===== src/rtl/inv_shiftrows_seq.sv =====
// Sequential AES InvShiftRows stage for the inverse cipher datapath.
// A 128-bit state is captured on an accepted start, then its rows are
// rotated right (row r by r bytes), ROWS_PER_CYCLE rows per clock. The
// finished state is registered on state_out_o together with a one-cycle
// done_o pulse.
//
// Ports:
//   clk_i        system clock, rising edge
//   rst_i        asynchronous active-high reset
//   start_i      capture request, honoured in idle and done states only
//   state_in_i   input state, byte bN = [127-8N -: 8], bN = row N%4, col N/4
//   busy_o       high while rows are being permuted; start_i ignored
//   done_o       one-cycle pulse when state_out_o carries a new result
//   state_out_o  registered InvShiftRows result, same byte ordering
module inv_shiftrows_seq #(
  parameter int unsigned ROWS_PER_CYCLE = 1
) (
  input  logic         clk_i,
  input  logic         rst_i,
  input  logic         start_i,
  input  logic [127:0] state_in_i,
  output logic         busy_o,
  output logic         done_o,
  output logic [127:0] state_out_o
);

  if (ROWS_PER_CYCLE != 1 && ROWS_PER_CYCLE != 2 && ROWS_PER_CYCLE != 4) begin : g_bad_rpc
    $error("inv_shiftrows_seq: ROWS_PER_CYCLE must be 1, 2 or 4");
  end

  localparam logic [2:0] RowStep = 3'(ROWS_PER_CYCLE);

  typedef enum logic [1:0] {StIdle, StShift, StDone} state_e;

  state_e       state_q, state_d;
  logic [127:0] work_q, work_d;
  logic [1:0]   row_cnt_q, row_cnt_d;
  logic [127:0] state_out_q, state_out_d;

  // One past the last row handled this cycle; bit 2 set means row 3 is included.
  logic [2:0]   row_end;
  logic         last_rows;
  logic [127:0] shifted;

  assign row_end   = {1'b0, row_cnt_q} + RowStep;
  assign last_rows = row_end[2];

  // Rotate the selected rows right by their row index; other rows pass through.
  always_comb begin
    shifted = work_q;
    for (int r = 0; r < 4; r++) begin
      if (r >= int'(row_cnt_q) && r < int'(row_end)) begin
        for (int c = 0; c < 4; c++) begin
          shifted[127 - 8 * (4 * c + r) -: 8] = work_q[127 - 8 * (4 * ((c - r + 4) % 4) + r) -: 8];
        end
      end
    end
  end

  // State register and datapath registers.
  always_ff @(posedge clk_i or posedge rst_i) begin
    if (rst_i) begin
      state_q     <= StIdle;
      work_q      <= '0;
      row_cnt_q   <= '0;
      state_out_q <= '0;
    end else begin
      state_q     <= state_d;
      work_q      <= work_d;
      row_cnt_q   <= row_cnt_d;
      state_out_q <= state_out_d;
    end
  end

  // Next-state and datapath next values.
  always_comb begin
    state_d     = state_q;
    work_d      = work_q;
    row_cnt_d   = row_cnt_q;
    state_out_d = state_out_q;
    unique case (state_q)
      StIdle, StDone: begin
        if (start_i) begin
          state_d   = StShift;
          work_d    = state_in_i;
          row_cnt_d = '0;
        end else begin
          state_d = StIdle;
        end
      end
      StShift: begin
        work_d = shifted;
        if (last_rows) begin
          state_out_d = shifted;
          row_cnt_d   = '0;
          state_d     = StDone;
        end else begin
          row_cnt_d = row_end[1:0];
        end
      end
      default: state_d = StIdle;
    endcase
  end

  // Outputs decoded from the state register.
  always_comb begin
    busy_o = (state_q == StShift);
    done_o = (state_q == StDone);
  end

  assign state_out_o = state_out_q;

endmodule


===== config.mk =====
export PLATFORM = sky130hd
export DESIGN_NAME = inv_shiftrows_seq
export DESIGN_NICKNAME = d
export VERILOG_FILES = /design/src/rtl/inv_shiftrows_seq.sv
export SDC_FILE = /design/constraint.sdc
export NUM_CORES = 1
export LEC_CHECK = 0
export ABC_CLOCK_PERIOD_IN_PS = 10230
export BUFFER_PORTS_ARGS = -buffer_cell sky130_fd_sc_hd__buf_2
export CAP_MARGIN = 0
export CORE_MARGIN = 2
export CORE_UTILIZATION = 40
export DETAILED_ROUTE_END_ITERATION = 16
export PLACE_DENSITY = 0.74
export SYNTH_ARGS = -nofsm -noshare
export SYNTH_HDL_FRONTEND = slang
export SYNTH_SLANG_ARGS = --single-unit

===== constraint.sdc =====
create_clock -name clk_i -period 10.23 [get_ports clk_i]
set_clock_uncertainty 0.05 [all_clocks]
set_input_delay 0 -clock clk_i [delete_from_list [all_inputs] [get_ports clk_i]]
set_output_delay 0 -clock clk_i [all_outputs]
set_load 0.05 [all_outputs]

=== Word-level counts from Yosys, hierarchy flattened ===
Cells that the tools add are included.

* Memories kept: 0
* Memory bits (read-only): 0
* Bits in registers: 260
* Output and inout bits: 130
* Latch bits: 0
* Bits of input ports: 131
* Logic and storage cells: 44
* Memory bits (writable): 0

* Mux-type cells: 20
* Shift operators: 0
* Bitwise logic cells: 1
* Equal/unequal tests: 4
* Div/mod/pow operators: 0
* Reduce and logical (&&, ||, !) cells: 8
* Magnitude comparators: 5
* Add/subtract/negate cells: 1
* $mul: 0

{| class="wikitable"
|+ Operators by type and width
! kind !! count
|-
| one-hot mux 128 bit (2 select lines) || 1
|-
| two-way mux 128 bit || 1
|-
| two-way mux 8 bit || 12
|-
| one-hot mux 2 bit (2 select lines) || 2
|-
| less-than comparator 2 x 3 -> 1 bit, first input constant || 2
|-
| two-way mux 2 bit || 3
|-
| AND reduction 2 bit || 2
|-
| adder 2 x 1 -> 3 bit, second input constant || 1
|-
| less-than comparator 1 x 3 -> 1 bit, first input constant || 1
|-
| AND reduction 3 bit || 1
|-
| == test 2 x 1 -> 1 bit, second input constant || 1
|-
| == test 2 bit, second input constant || 1
|-
| >= comparator 1 x 2 -> 1 bit, first input constant || 1
|-
| >= comparator 2 bit, first input constant || 1
|-
| logical AND 1 bit || 2
|-
| zero test 2 bit || 1
|-
| != test 2 x 1 -> 1 bit, second input constant || 1
|-
| != test 2 bit, second input constant || 1
|-
| nonzero test 2 bit || 1
|-
| OR reduction 2 bit || 1
|-
| two-way mux 1 bit || 1
|-
| NOT 1 bit || 1
|}

=== Logic depth before layout (Yosys ltp) ===
Gate-level depths: netlist (run 1).

* Depth in word-level cells: 5
* Gate-level depth with buffers: 8
* Mapped depth without buffers: 5

=== Worst setup path after synthesis (run 1) ===
OpenSTA, ideal clock, no wires.

* Path kind: reg-to-reg
* Start: reg state_q[1]
* End: reg work_q[0]
* Required time: 10.114 ns
* Library setup time: 0.066 ns
* Period minus slack after synthesis: 1.753 ns
* Data arrival time: 1.637 ns
* Buffers on the path: 2
* Stages on the path, launching flop included: 7
* Path slack: 8.477 ns
* Cell sequence: dfrtp_1 -> nand2b_1 -> buf_6 -> inv_4 -> clkbuf_1 -> and3_1 -> a221o_1

* Elaborated cells between the ends (all ways): 8
* Classes of those cells: eq/ne (3); mux (1); reduce/logical (4)

{| class="wikitable"
|+ RTL lines
! item !! line !! text
|-
| start, declared || 35 || <nowiki>state_e state_q, state_d;</nowiki>
|-
| start signal, assigned || 63 || <nowiki>state_q <= StIdle;</nowiki>
|-
| start signal, assigned || 68 || <nowiki>state_q <= state_d;</nowiki>
|-
| == test 2 x 1 -> 1 bit * || - ||
|-
| via busy_o || 22 || <nowiki>output logic busy_o,</nowiki>
|-
| nonzero test 2 bit (no line) || - ||
|-
| AND reduction 2 bit (no line) || - ||
|-
| end signal, assigned || 69 || <nowiki>work_q <= work_d;</nowiki>
|-
| end, declared || 36 || <nowiki>logic [127:0] work_q, work_d;</nowiki>
|}

Mark *: on every way through the listed nets, which the timed path passes. The rest lies on a longest branch. The select of a mux whose other input is x is not followed.
A chain may end at the register's enable or synchronous reset.

=== Worst setup path after layout (run 1) ===
* Start: reg state_q[0]
* End: reg work_q[37]

* Word-level cells in the longest chain between the ends: 4
* Elaborated cells between the ends (all ways): 8
* Classes of those cells: eq/ne (3); mux (1); reduce/logical (4)

{| class="wikitable"
|+ RTL lines
! item !! line !! text
|-
| == test 2 bit / zero test 2 bit (equally long branches) || 81 || <nowiki>unique case (state_q)</nowiki>
|-
| OR reduction 2 bit || 81 ||
|-
| != test 2 bit (no line) / nonzero test 2 bit (equally long branches) || - ||
|-
| AND reduction 2 bit (no line) || - ||
|}

Parallel ways exist; a longest one is shown, timed or not. The select of a mux whose other input is x is not followed.

==> results.toml, run 1 <==
[status]
outcome = "finished clean"

[critical_path]
start_kind = "flop"
cp.required_ns = 10.65
cp_max_fo = 71
cp.arrival_ns = 3.48
critPathCaptureType = "flop"
path_class = "flop to flop"

[placement]
place_hpwl_microns = 18240
gp_congestion = 0.8137
dp.cells = 1552
io_buffers = 260

[clocking]
cts_tree = "yes"
clk_pin_slew_ns = 0.06
cts_made_buffers = 28
cts_max_level = 1
clockBufferDepth = 3
cts.sink_count = 260
root_buffer = "clkbuf_16"
clkLatencyLatePin_ns = 0.54

[worst_hold_path]
hp-class = "input pin to flop"

[finish]
drive_gt1_share_pct = 23.40
nFillCells = 2272
final_common_cell = "nand2_1"
syn_to_final_growth_pct = 33.83
mostFrequentLayoutCells = "nand2_1, buf_2, dfrtp_1, dlygate4sd3_1, a221o_1"
final_cells = 1732
nNetsFinal = 1507

[floorplan]
start_util_pct = 40.84
core_area_sq_um = 26950
die_area_sq_um = 28860
rows = 60
die_x_microns = 169.9
chipHeight_microns = 169.9
design.portCount = 261

[power_and_ir_drop]
p_per_area_nw_per_um2 = 350.8
p_leak_nw = 7.638
switchingPower_w = 0.002315
clkPwrFrac_pct = 20.8
power.internal_w = 0.002852
sw_frac_of_total_pct = 44.80
vdd_ir_drop_max_uv = 187.3
p_total_w = 0.005167
seq_power_share_pct = 35.5
power_frac_comb_pct = 43.7

[synthesis]
syn_inst = 1017
synth_area_leaders = "dfrtp_1, nand2_1, a221o_1"
syn_area_sq_um = 11010
ys_warn_count = 0
synthDistinctLibCells = 29
synth_area_leader_cell = "dfrtp_1"
syn_nets = 1154
synth_ff_type = "dfrtp_1"
synth-async-reset-ratio_pct = 100.0
syn_avg_cell_area_sq_um = 10.82
synth_edf_count = 0
synth.yosys.seq_area_share_pct = 59.10
synth_top_area_share_pct = 59.10
ys_seq_elements = 260

[global_routing]
grt_pass1_vias = 9214
antenna_found_initial = 2
track_usage_pct = 21.28
overflow = 0
grt_start_max_net_pins = 210
grt_pass1_wl_microns = 49310

[timing]
rsz0062_at_grt = "no"
period_minus_slack_ns = 3.060
hold_viol_final = 0
max_freq_mhz = 326.8
period_share_pct = 29.91
final.setup.tns_ns = 0
tightest_slew_ns = 1.136
finalMaxSlewViolations = 0
setup_viol = 0
max-slew-margin-rel_pct = 24.27

[drt]
dr.pass1.iters = 4
drt_iter0_markers = 719
ant_nets = 0
wl_per_cell_microns = 17.90
vias_per_cell = 5.323
drc = 0
wl_microns = 31010
vias = 9220

[flow_run]
drv_cap = 0
-- repair_timing --
item	in CTS	in global routing
endpoints found under the hold margin	255	0
hold buffers	129	0
resized for setup	0	0
buffers inserted	0	0
-- registers in the layout (all words and copies together), names as in the netlist --
| signal | flops |
|---|---|
| row_cnt_q | 2 |
| state_out_o | 128 |
| state_q | 2 |
| work_q | 128 |
-- power groups by stage --
stage          Sequential (W)  Combinational, W  Clock [W]
2_1_floorplan         0.00247           0.00105          0
3_3_place_gp          0.00182           0.00217          0
3_5_place_dp          0.00184           0.00222          0
4_1_cts               0.00182           0.00227    0.00109
5_1_grt               0.00189           0.00244    0.00114
6_report              0.00184           0.00226    0.00107
-- worst max-delay path, cell delays in order (launching register included) --
cell      delay, ns
dfrtp_1        0.44
nand2b_1       0.67
inv_4          0.46
a21oi_1        1.03
a221o_1        0.29
-- Yosys cell counts, types with 3 or more instances --
library cell and instances:
buf_1 3, and2_1 15, nand2_1 273, o21ai_0 80, inv_1 17, a21o_1 17, buf_6 6, a21oi_2 4
buf_4 3, a21oi_1 10, o32ai_1 9, dfrtp_1 260, buf_2 40, clkbuf_1 25, mux2i_1 78, and3_1 65
nor3_1 5, nor2_1 3, a221o_1 86, ha_1 6
-- worst paths after layout --
kind | startpoint | endpoint | slack, ns | cells past startpoint
worst max-delay path | state_q[0] | work_q[37] | 7.17 | 4
worst min-delay path | state_in_i[58] | work_q[58] | 0.14 | 4
worst max register to register | state_q[0] | work_q[37] | 7.17 | 4
worst min register to register | work_q[28] | state_out_o[28] | 0.41 | 2
max in group asynchronous | rst_i | state_out_o[4] | 8.53 | 4
min in group asynchronous | rst_i | state_out_o[68] | 0.18 | 3
-- logic make-up (layout without fill, tap and decap cells) --
family                     after synthesis  in the layout  synth area share [%]
AOI/OAI and AO/OA                      208            208                 14.23
adders and majority gates                6              6                0.6820
buffers and inverters                   96            468                 4.262
DFF                                    260            260                 59.10
muxes                                   78             78                 7.093
other                                    0              2                     0
and+or+nand+nor                        369            369                 14.63
-- routing by layer --
metal | GRT usage, % | share of wire, % | wire, microns | vias to the layer above
met3 | 3.512 | 6.4 | 1983 | 70
met2 | 34.39 | 47 | 14550 | 359
met4 | 6.466 | 2.9 | 902 | 0
met1 | 29.62 | 44 | 13580 | 4500
li1 | - | - | - | 4291
met5 | 0 | 0 | 0 | -
-- final cells by class --
cell class | instances | area (sq um) | area share (%)
timing repair buffer | 400 | 2688 | 18.24
clock buffer | 43 | 868.3 | 5.894
antenna | 2 | 5.005 | 0.03397
sequential | 260 | 6506 | 44.17
clock inverter | 6 | 113.9 | 0.7729
multi-input combinational | 661 | 4043 | 27.44
inverter | 19 | 81.33 | 0.5521
tap | 341 | 426.7 | 2.896
-- through the flow --
stage | hold slack, ns | worst slack, ns | cell area, sq um | utilization, %
after floorplan | 0.05544 | 3.025 | 11010 | -
after global routing | 0.1443 | 6.979 | 14730 | 54.66
final | 0.1373 | 7.170 | 14730 | 54.66
after detailed placement | 0.1437 | 7.250 | 12450 | 46.21
after CTS | 0.1069 | 7.211 | 14730 | 54.64
after global placement | 0.1410 | 7.433 | 12450 | 46.21
Power figures use the tool's default switching activity.
==> inputs of run 2 (changes only) <==
ABC_CLOCK_PERIOD_IN_PS = 3000   (was 10230)
clock period = 3 ns   (was 10.23 ns; I/O delays follow)
==> results.toml, run 2 (synthesis gave the netlist of run 1 again) <==
[timing]
period_share_pct = 73.13
finalMaxSlewViolations = 0
setup_viol = 0
final.setup.tns_ns = 0
max_freq_mhz = 455.8
hold_viol_final = 0
period_minus_slack_ns = 2.194
max-slew-margin-rel_pct = 17.73
tightest_slew_ns = 1.234
fin_worst_hold_slack_ns = 0.02954
rsz0062_at_grt = "no"

[drt]
wl_microns = 30720
ant_nets = 0
vias = 9251
drc = 0
vias_per_cell = 5.308
drt_iter0_markers = 705
wl_per_cell_microns = 17.62
dr.pass1.iters = 6

[clocking]
clockBufferDepth = 3
cts_resized = 0
clk_pin_slew_ns = 0.06
cts_max_level = 1
cts.sink_count = 260
cts_made_buffers = 29
holdBufCountCts = 129
post_cts_buffers = 0
cts_tree = "yes"
root_buffer = "clkbuf_16"
clkLatencyLatePin_ns = 0.55

[placement]
place_hpwl_microns = 18860
io_buffers = 260
gp_congestion = 0.8308
dp.cells = 1563

[status]
outcome = "finished clean"

[critical_path]
worst_path_dominant_cell_family = "buffers and inverters"
cp.arrival_ns = 2.57
cp.required_ns = 3.38
crit_path_top_delay_cell = "buf_12"
cp_max_fo = 209
path_cells = "ha_1 > nand3b_1 > buf_12 > nor2_1 > a221o_1"
path_class = "flop to flop"
crit_buf_inv = 1
start_kind = "flop"
r2r_setup_slack_ns = 0.81
critPathCaptureType = "flop"
max_stage_delay_ns = 0.65

[power_and_ir_drop]
p_per_area_nw_per_um2 = 1184
vdd_ir_drop_max_uv = 605.5
p_leak_nw = 7.679

[global_routing]
grt_start_max_net_pins = 210
overflow = 0
antenna_found_initial = 2
grt_pass1_vias = 9252
track_usage_pct = 21.02
grt_pass1_wl_microns = 48730

[floorplan]
start_util_pct = 40.84
rows = 60
die_x_microns = 169.9
core_area_sq_um = 26950
design.portCount = 261
die_area_sq_um = 28860
chipHeight_microns = 169.9

[flow_run]
drv_cap = 0

[finish]
final_cells = 1743
nNetsFinal = 1519
final_common_cell = "nand2_1"
drive_gt1_share_pct = 23.86
syn_to_final_growth_pct = 34.43
mostFrequentLayoutCells = "nand2_1, buf_2, dfrtp_1, dlygate4sd3_1, a221o_1"

[worst_hold_path]
hp-class = "input pin to asynchronous set/reset pin"
==> run 2: cell count changes in the layout (fill, tap and decap cells not counted) <==
cell / previous run / this run
bufinv_16: 3 / 2
clkinv_2: 1 / 3
buf_12: 1 / 4
clkbuf_1: 5 / 7
inv_8: 2 / 0
inv_6: 0 / 1
clkbuf_8: 9 / 7
buf_4: 10 / 18
==> run 2: through the flow <==
step	total power, W	util [%]	setup slack, ns	instance area (sq um)
3_5_place_dp	0.01392	46.64	0.8343	12570
4_1_cts	0.01758	54.89	0.8192	14790
6_report	0.01753	54.91	0.8061	14800
2_1_floorplan	0.01201	-	-0.4776	11010
5_1_grt	0.01860	54.91	0.6834	14800
3_3_place_gp	0.01372	46.64	0.9259	12570
==> run 2: worst min-delay path: stages <==
cell and delay [ns]:
dlygate4sd3_1 0.53, buf_2 0.13, clkinvlp_4 0.10, buf_12 0.23
==> run 2: final cells by class <==
| class | instances | area (sq um) |
|---|---|---|
| diodes | 2 | 5.005 |
| clock buffers | 43 | 848.3 |
| clock inverters | 6 | 83.83 |
| fillers | 2221 | 12150 |
| inverters | 19 | 77.57 |
| multi-input cells | 661 | 4043 |
| flip-flops and latches | 260 | 6506 |
| well taps | 341 | 426.7 |
| repair buffers | 411 | 2808 |
==> run 2: worst paths after layout <==
path                              start              end  cells after the start
min reg2reg                  work_q[24]  state_out_o[24]                      2
max in group asynchronous         rst_i  state_out_o[14]                      4
max                        row_cnt_q[0]       work_q[68]                      5
min                               rst_i  state_out_o[68]                      4
min in group clk_i              start_i       work_q[28]                      5
max reg2reg                row_cnt_q[0]       work_q[68]                      5
==> run 2: power by group <==
part	total (W)	internal [W]	leakage, nW	switching [W]
clock network	0.00349	0.00210	0.461	0.00139
logic	0.00780	0.00246	3.96	0.00533
registers	0.00624	0.00510	3.26	0.00114
total	0.0175	0.00967	7.68	0.00786
==> run 2: per-layer routing <==
metal  vias to the layer above  GRT usage [%]  share of wire, %
met5                         -              0                 0
met4                         0          7.098               3.2
met3                        71          3.767               7.2
met2                       368          35.33                48
met1                      4504          27.60                42
li1                       4308              -                 -
